==> src/rtl/sprite_fetch.sv <==
// Sprite pattern fetcher: walks the secondary sprite buffer during cycles 256-319,
// reads two CHR planes per slot and pushes one assembled word per slot into the sprite chain.
module sprite_fetch #(
    parameter int CHR_AW = 13
) (
    input  logic              clk,
    input  logic              i_rst,
    input  logic              i_ce,
    input  logic              i_fetch_en,
    input  logic [8:0]        i_cycle,
    input  logic              i_obj_size,
    input  logic              i_obj_patt,
    input  logic [7:0]        i_oam_bus,
    input  logic [7:0]        i_chr_data,
    output logic [CHR_AW-1:0] o_chr_addr,
    output logic              o_chr_rd,
    output logic [3:0]        o_load,
    output logic [26:0]       o_load_in,
    output logic              o_busy,
    output logic              o_done
);

    localparam logic [0:0] ST_IDLE  = 1'b0;
    localparam logic [0:0] ST_FETCH = 1'b1;

    logic [0:0]        state_q,    state_d;
    logic [2:0]        slot_q,     slot_d;
    logic [2:0]        phase_q,    phase_d;
    logic [3:0]        row_q,      row_d;
    logic              empty_q,    empty_d;
    logic [7:0]        tile_q,     tile_d;
    logic              vflip_q,    vflip_d;
    logic              hflip_q,    hflip_d;
    logic              prio_q,     prio_d;
    logic [1:0]        pal_q,      pal_d;
    logic [7:0]        x_q,        x_d;
    logic [7:0]        lo_q,       lo_d;
    logic [CHR_AW-1:0] chr_addr_q, chr_addr_d;
    logic              chr_rd_q,   chr_rd_d;
    logic [3:0]        load_q,     load_d;
    logic [26:0]       load_in_q,  load_in_d;
    logic              done_q,     done_d;

    function automatic logic [7:0] bit_rev(input logic [7:0] b);
        logic [7:0] r;
        r = 8'h00;
        for (int i = 0; i < 8; i++) begin
            r[i] = b[7-i];
        end
        return r;
    endfunction

    // The chain emits bit0 first, so unflipped sprites need the CHR byte mirrored.
    function automatic logic [7:0] pix_of(input logic [7:0] b, input logic hflip,
                                          input logic empty);
        logic [7:0] p;
        if (empty) begin
            p = 8'h00;
        end else if (hflip) begin
            p = b;
        end else begin
            p = bit_rev(b);
        end
        return p;
    endfunction

    function automatic logic [12:0] pat_addr(input logic size, input logic patt,
                                             input logic [3:0] row, input logic [7:0] tile,
                                             input logic vflip, input logic plane);
        logic [3:0]  r;
        logic [12:0] a;
        if (vflip) begin
            r = row ^ (size ? 4'hF : 4'h7);
        end else begin
            r = row;
        end
        if (size) begin
            a = {tile[0], tile[7:1], r[3], plane, r[2:0]};
        end else begin
            a = {patt, tile, plane, r[2:0]};
        end
        return a;
    endfunction

    // Next-state and output-register logic for the IDLE/FETCH sequencer.
    always_comb begin
        state_d    = state_q;
        slot_d     = slot_q;
        phase_d    = phase_q;
        row_d      = row_q;
        empty_d    = empty_q;
        tile_d     = tile_q;
        vflip_d    = vflip_q;
        hflip_d    = hflip_q;
        prio_d     = prio_q;
        pal_d      = pal_q;
        x_d        = x_q;
        lo_d       = lo_q;
        chr_addr_d = chr_addr_q;
        chr_rd_d   = chr_rd_q;
        load_d     = 4'b0000;
        load_in_d  = load_in_q;
        done_d     = 1'b0;

        case (state_q)
            ST_IDLE: begin
                chr_rd_d = 1'b0;
                // The trigger cycle itself doubles as slot 0, phase 0.
                if ((i_cycle == 9'd256) && i_fetch_en) begin
                    state_d = ST_FETCH;
                    slot_d  = 3'd0;
                    phase_d = 3'd1;
                    row_d   = i_oam_bus[3:0];
                    empty_d = (i_oam_bus[7:4] != 4'h0);
                end else begin
                    state_d = ST_IDLE;
                    slot_d  = 3'd0;
                    phase_d = 3'd0;
                end
            end
            ST_FETCH: begin
                if (!i_fetch_en) begin
                    state_d  = ST_IDLE;
                    slot_d   = 3'd0;
                    phase_d  = 3'd0;
                    chr_rd_d = 1'b0;
                end else begin
                    phase_d = phase_q + 3'd1;
                    if (phase_q == 3'd7) begin
                        slot_d = slot_q + 3'd1;
                    end else begin
                        slot_d = slot_q;
                    end
                    case (phase_q)
                        3'd0: begin
                            row_d   = i_oam_bus[3:0];
                            empty_d = (i_oam_bus[7:4] != 4'h0);
                        end
                        3'd1: tile_d = i_oam_bus;
                        3'd2: begin
                            vflip_d = i_oam_bus[7];
                            hflip_d = i_oam_bus[6];
                            prio_d  = i_oam_bus[5];
                            pal_d   = i_oam_bus[1:0];
                        end
                        3'd3: begin
                            x_d        = i_oam_bus;
                            chr_addr_d = CHR_AW'(pat_addr(i_obj_size, i_obj_patt, row_q,
                                                          tile_q, vflip_q, 1'b0));
                            chr_rd_d   = 1'b1;
                        end
                        3'd4: begin
                            chr_addr_d = CHR_AW'(pat_addr(i_obj_size, i_obj_patt, row_q,
                                                          tile_q, vflip_q, 1'b1));
                            chr_rd_d   = 1'b1;
                        end
                        3'd5: begin
                            lo_d     = i_chr_data;
                            chr_rd_d = 1'b0;
                        end
                        3'd6: begin
                            load_in_d = {pix_of(lo_q, hflip_q, empty_q),
                                         pix_of(i_chr_data, hflip_q, empty_q),
                                         x_q, pal_q, prio_q};
                            load_d    = 4'b1111;
                        end
                        3'd7: begin
                            if (slot_q == 3'd7) begin
                                state_d = ST_IDLE;
                                slot_d  = 3'd0;
                                done_d  = 1'b1;
                            end else begin
                                state_d = ST_FETCH;
                            end
                        end
                        default: begin
                            state_d = ST_IDLE;
                        end
                    endcase
                end
            end
            default: begin
                state_d  = ST_IDLE;
                slot_d   = 3'd0;
                phase_d  = 3'd0;
                chr_rd_d = 1'b0;
            end
        endcase
    end

    // State and output registers; everything holds while the clock enable is low.
    always_ff @(posedge clk or posedge i_rst) begin
        if (i_rst) begin
            state_q    <= ST_IDLE;
            slot_q     <= 3'd0;
            phase_q    <= 3'd0;
            row_q      <= 4'h0;
            empty_q    <= 1'b0;
            tile_q     <= 8'h00;
            vflip_q    <= 1'b0;
            hflip_q    <= 1'b0;
            prio_q     <= 1'b0;
            pal_q      <= 2'b00;
            x_q        <= 8'h00;
            lo_q       <= 8'h00;
            chr_addr_q <= '0;
            chr_rd_q   <= 1'b0;
            load_q     <= 4'b0000;
            load_in_q  <= 27'd0;
            done_q     <= 1'b0;
        end else if (i_ce) begin
            state_q    <= state_d;
            slot_q     <= slot_d;
            phase_q    <= phase_d;
            row_q      <= row_d;
            empty_q    <= empty_d;
            tile_q     <= tile_d;
            vflip_q    <= vflip_d;
            hflip_q    <= hflip_d;
            prio_q     <= prio_d;
            pal_q      <= pal_d;
            x_q        <= x_d;
            lo_q       <= lo_d;
            chr_addr_q <= chr_addr_d;
            chr_rd_q   <= chr_rd_d;
            load_q     <= load_d;
            load_in_q  <= load_in_d;
            done_q     <= done_d;
        end
    end

    assign o_chr_addr = chr_addr_q;
    assign o_chr_rd   = chr_rd_q;
    assign o_load     = load_q;
    assign o_load_in  = load_in_q;
    assign o_busy     = (state_q == ST_FETCH);
    assign o_done     = done_q;

endmodule

==> config.mk <==
export PLATFORM = sky130hd
export DESIGN_NAME = sprite_fetch
export DESIGN_NICKNAME = d
export VERILOG_FILES = /design/src/rtl/sprite_fetch.sv
export SDC_FILE = /design/constraint.sdc
export NUM_CORES = 1
export LEC_CHECK = 0
export CORE_MARGIN = 2
export CORE_UTILIZATION = 60
export CTS_BUF_LIST = sky130_fd_sc_hd__clkbuf_8
export CTS_CLUSTER_DIAMETER = 40
export DETAILED_ROUTE_END_ITERATION = 12
export DONT_BUFFER_PORTS = 1
export GPL_ROUTABILITY_DRIVEN = 0
export PLACE_DENSITY_LB_ADDON = 0.1
export SYNTH_ARGS = -nofsm -noshare
export SYNTH_HDL_FRONTEND = slang
export SYNTH_SLANG_ARGS = --single-unit
==> constraint.sdc <==
create_clock -name clk -period 6.65 [get_ports clk]
set_input_delay 0.665 -clock clk [delete_from_list [all_inputs] [get_ports clk]]
set_output_delay 0.665 -clock clk [all_outputs]
set_load 0.05 [all_outputs]
======== After elaboration in Yosys (flattened, before gate mapping) ========
Index checks and enable logic that the tools add are counted.
operators by class
  muxes and demuxes ....................... 40
  add/subtract/negate cells ............... 2
  reductions and logical operators ........ 13
  eq/ne operators ......................... 13
  bitwise gates (word level) .............. 2
operators by type and width
  kind                   count
  $mux W4                8
  $mux W8                4
  $reduce_and A4 Y1      7
  $mux W13               2
  $pmux W13 S2           1
  $eq A3 B3 Y1 const B   5
  $mux W3                5
  $mux W1                13
  $pmux W3 S2            2
  $eq A9 B9 Y1 const B   1
  $pmux W1 S2            4
  $pmux W4 S2            1
  $add A3 B1 Y3 const B  2
  $eq A3 B2 Y1 const B   2
  $ne A2 B2 Y1 const B   2
  $ne A4 B3 Y1 const B   1
  $reduce_bool A4 Y1     1
  $xor A4 B4 Y4          1
  $eq A3 B1 Y1 const B   1
  $logic_not A3 Y1       1
  $ne A2 B1 Y1 const B   1
  $reduce_and A2 Y1      1
  $reduce_bool A2 Y1     1
  $reduce_or A2 Y1       1
  2 further kinds        2
word-level totals
  bits in registers ....................... 87
  output and inout port bits .............. 47

======== Logic depth before layout (Yosys ltp) ========
  depth in word-level cells ............... 6
  mapped depth ............................ 8
  depth with buffers taken out ............ 6

======== Worst setup path before layout ========
No wires, ideal clock.
  path type ............................... input -> register
  from .................................... input port i_cycle[4]
  to ...................................... register row_q[0]
  stages .................................. 4
  data required time ...................... 6.525 ns
  path slack .............................. 4.664 ns
  arrival time ............................ 1.862 ns
  library setup time ...................... 0.125 ns
  cells stage by stage .................... nor4b_1 nand3_2 a221oi_4 mux2_2
between the ends
  longest elaborated chain between the ends .. 4
RTL lines
  element                      RTL line  RTL
  start, declared              10        input logic [8:0] i_cycle,
  $eq A9 B9 Y1                 109       if ((i_cycle == 9'd256) && i_fetch_en) begin
  $logic_and A1 B1 Y1          109
  $ne A2 B2 Y1 (no line)       -
  $reduce_and A4 Y1 (no line)  -
  end signal, assigned         215       row_q <= row_d;
  end, declared                29        logic [3:0] row_q, row_d;
No other way between the ends.
A chain may end at the register's enable or synchronous reset.

======== Worst setup path after layout ========
  from .................................... register state_q (netlist: o_busy)
  to ...................................... register load_in_q[6] (netlist: o_load_in[6])
between the ends
  longest elaborated chain between the ends .. 1
RTL lines
  element                      RTL line  RTL
  start, declared              26        logic [0:0] state_q, state_d;
  start signal, assigned       212       state_q <= state_d;
  $reduce_and A4 Y1 (no line)  -
  end signal, assigned         227       load_in_q <= load_in_d;
  end, declared                41        logic [26:0] load_in_q, load_in_d;
No other way between the ends.

==> impl_metrics.yaml <==
synth:
  syn_area_sq_um: 3670
  synth_xor_area_frac: 0.00955
  yosysUniqueCellTypes: 35
  ys_seq_area_frac: 0.573
  ys.flop_type: "dfrtp_1"
  yosys.area_share.simple: 0.0665
  synth_warnings: 0
  synth-compound-area-share: 0.0836
  synth_edf_count: 0
  synth.ff_latch_count: 84
  synth_top_cell_area_share: 0.573
  yosysTopAreaCell: "dfrtp_1"
  post_synth.cell_area_avg_sq_um: 13.1
  async_reset_ff_frac: 1.00
  synth_adder_area_share: 0.0307
  synth_top_family_by_area: "multiplexers"
  synthCells: 280
  syn-num-nets: 320
  synthMuxAreaShare: 0.206
  netlist_top_cells_area: "dfrtp_1 57%, mux2_2 16%, mux2i_1 4.6%"
global_routing:
  antenna_found_initial: 0
  grt_pass1_wl_mm: 10.2
  grt_max_degree: 85
  first_global_vias: 2036
  overflow: 0
  grt_usage: 0.204
cts:
  clk_latency_ns: 0.34
  cts-root-buf: "clkbuf_8"
  cts_hold_buf: 0
  post-cts-setup-buffer-count: 0
  clkTransAtPathRegs_ns: 0.08
  numCtsBuffers: 9
  ctsHtreeMaxLevel: 3
  clock_path_buffers: 2
  tritoncts: "yes"
  cts_resized: 0
  clock_sinks: 84
cells_and_area:
  num-nets-final: 316
  synthToLayoutAreaGrowth_pct: 6.65
  final_cell_mix: "83 x dfrtp_1, 52 x mux2_2, 29 x nand2_1, 17 x mux2i_1, 16 x o31ai_1"
  layout-drive-gt1-share: 0.270
  final_common_cell: "dfrtp_1"
  diodes: 0
timing:
  setup-violations-final: 0
  skew_ns: 0.00676
  whs_ns: 0.425
  rsz0062_at_grt: "false"
  tns_ns: 0
  timing.final.crit_share: 0.322
  tightestPinTransition_ns: 1.03
  final_max_slew_viol_count: 0
  clock.fmax_ghz: 0.466
  timing_hold_violations_final: 0
  finalCriticalPeriod_ns: 2.14
  max_slew_margin: 0.316
routing:
  routed_via_density: 5.82
  detail-route-antenna-nets: 0
  first_pass_iters: 4
  wl_mm: 6.36
  drc: 0
  drt_iter0_markers: 92
  wire_per_inst_um: 17.9
  vias: 2071
worst_setup_path:
  critPathArrivalTime_ns: 2.37
  crit_required_ns: 6.88
  critical_path_peak_fanout: 44
  crit_type: "reg2reg"
  critPathCaptureType: "flop"
  start_kind: "flop"
status:
  status: "finished, final reports clean"
power:
  powerDensity_nw_per_um2: 238
  p_leak_nw: 1.84
  peakVddDrop_mv: 0.141
worst_hold_path:
  hp-class: "in2reg"
floorplanning:
  dieArea_sq_um: 6750
  dieWidth_um: 82.2
  die_h_um: 82.2
  fp-row-count: 28
  core-area_sq_um: 5920
  initial_utilization: 0.619
  ios: 78
placed_design:
  io_buffers: 0
  hpwl_mm: 4.33
job:
  cap_violations: 0
==> metal layers <==
layer / global-route usage / routed length (um) / part of all wire / up-vias
met4: 0.0800 / 76 / 0.012 / 0
met3: 0.0576 / 346 / 0.054 / 10
met5: 0 / 0 / 0 / -
met1: 0.286 / 2990 / 0.47 / 1024
met2: 0.302 / 2960 / 0.46 / 49
li1: - / - / - / 988
==> layout make-up <==
class	count	area, sq um
Sequential cell	84	2100
Fill cell	442	2010
Multi-Input combinational cell	171	1450
Clock buffer	10	138
Tap cell	75	93.8
Clock inverter	6	80.1
Inverter	9	35.0
Timing Repair Buffer	1	7.51
==> registers in the layout, summed over array words and instances (netlist names) <==
name,cells
prio_q,1
row_q,4
vflip_q,1
pal_q,2
slot_q,3
o_chr_addr,13
tile_q,8
o_busy,1
empty_q,1
lo_q,8
o_load_in,27
o_done,1
x_q,8
o_chr_rd,1
o_load,1
phase_q,3
hflip_q,1
==> worst max-delay path: stages (launching register included) <==
cell and delay [ns]:
dfrtp_1 0.79, and3_2 0.37, nand3_4 0.40, mux2_2 0.44
==> power by group <==
part           leakage [nW]  switching [W]  internal (W)   total, W
registers              1.16     0.00000354      0.000513   0.000516
logic                 0.559      0.0000143    0.00000635  0.0000206
clock network         0.115       0.000175      0.000219   0.000394
==> cell families (layout without fill, tap and decap cells) <==
kind of cell             count (synthesis)  after routing
XOR/XNOR                                 4              4
multiplexers                            69             69
buffers and inverters                   25             26
AND/OR/NAND/NOR                         46             46
adder cells (fa/ha/maj)                  9              9
flip-flops                              84             84
AO/OA/AOI/OAI                           43             43
==> cell usage after synthesis, drive strengths merged (4+ instances only) <==
| cell | count |
|---|---|
| dfrtp | 84 |
| mux2 | 52 |
| nand2 | 29 |
| mux2i | 17 |
| o31ai | 16 |
| o21ai | 11 |
| buf | 10 |
| ha | 9 |
| inv | 8 |
| a21oi | 6 |
| clkbuf | 6 |
| nand3 | 4 |
| xnor2 | 4 |
==> stage by stage <==
stage / instances / util / power, W / worst slack (ns) / area (sq um)
2_1_floorplan: 280 / - / 0.000543 / 3.82 / 3670
5_1_grt: 356 / 0.661 / 0.000964 / 4.33 / 3910
6_report: 356 / 0.661 / 0.000931 / 4.51 / 3910
3_5_place_dp: 340 / 0.624 / 0.000548 / 4.48 / 3690
4_1_cts: 356 / 0.661 / 0.000936 / 4.48 / 3910
3_3_place_gp: 340 / 0.624 / 0.000548 / 4.49 / 3690
==> path summary, 6_finish.rpt <==
| kind | from | endpoint | slack (ns) | cells after the start |
|---|---|---|---|---|
| hold reg to reg | x_q[3] | x_q[3] | 0.51 | 1 |
| min in group asynchronous | i_rst | o_load_in[11] | 0.51 | 2 |
| setup / recovery | o_busy | o_load_in[6] | 4.51 | 3 |
| setup reg to reg | o_busy | o_load_in[6] | 4.51 | 3 |
| hold / removal | i_ce | o_load[2] | 0.42 | 1 |
| max in group asynchronous | i_rst | o_load[2] | 5.45 | 2 |
No activity file was read; power rests on OpenSTA's default activity.
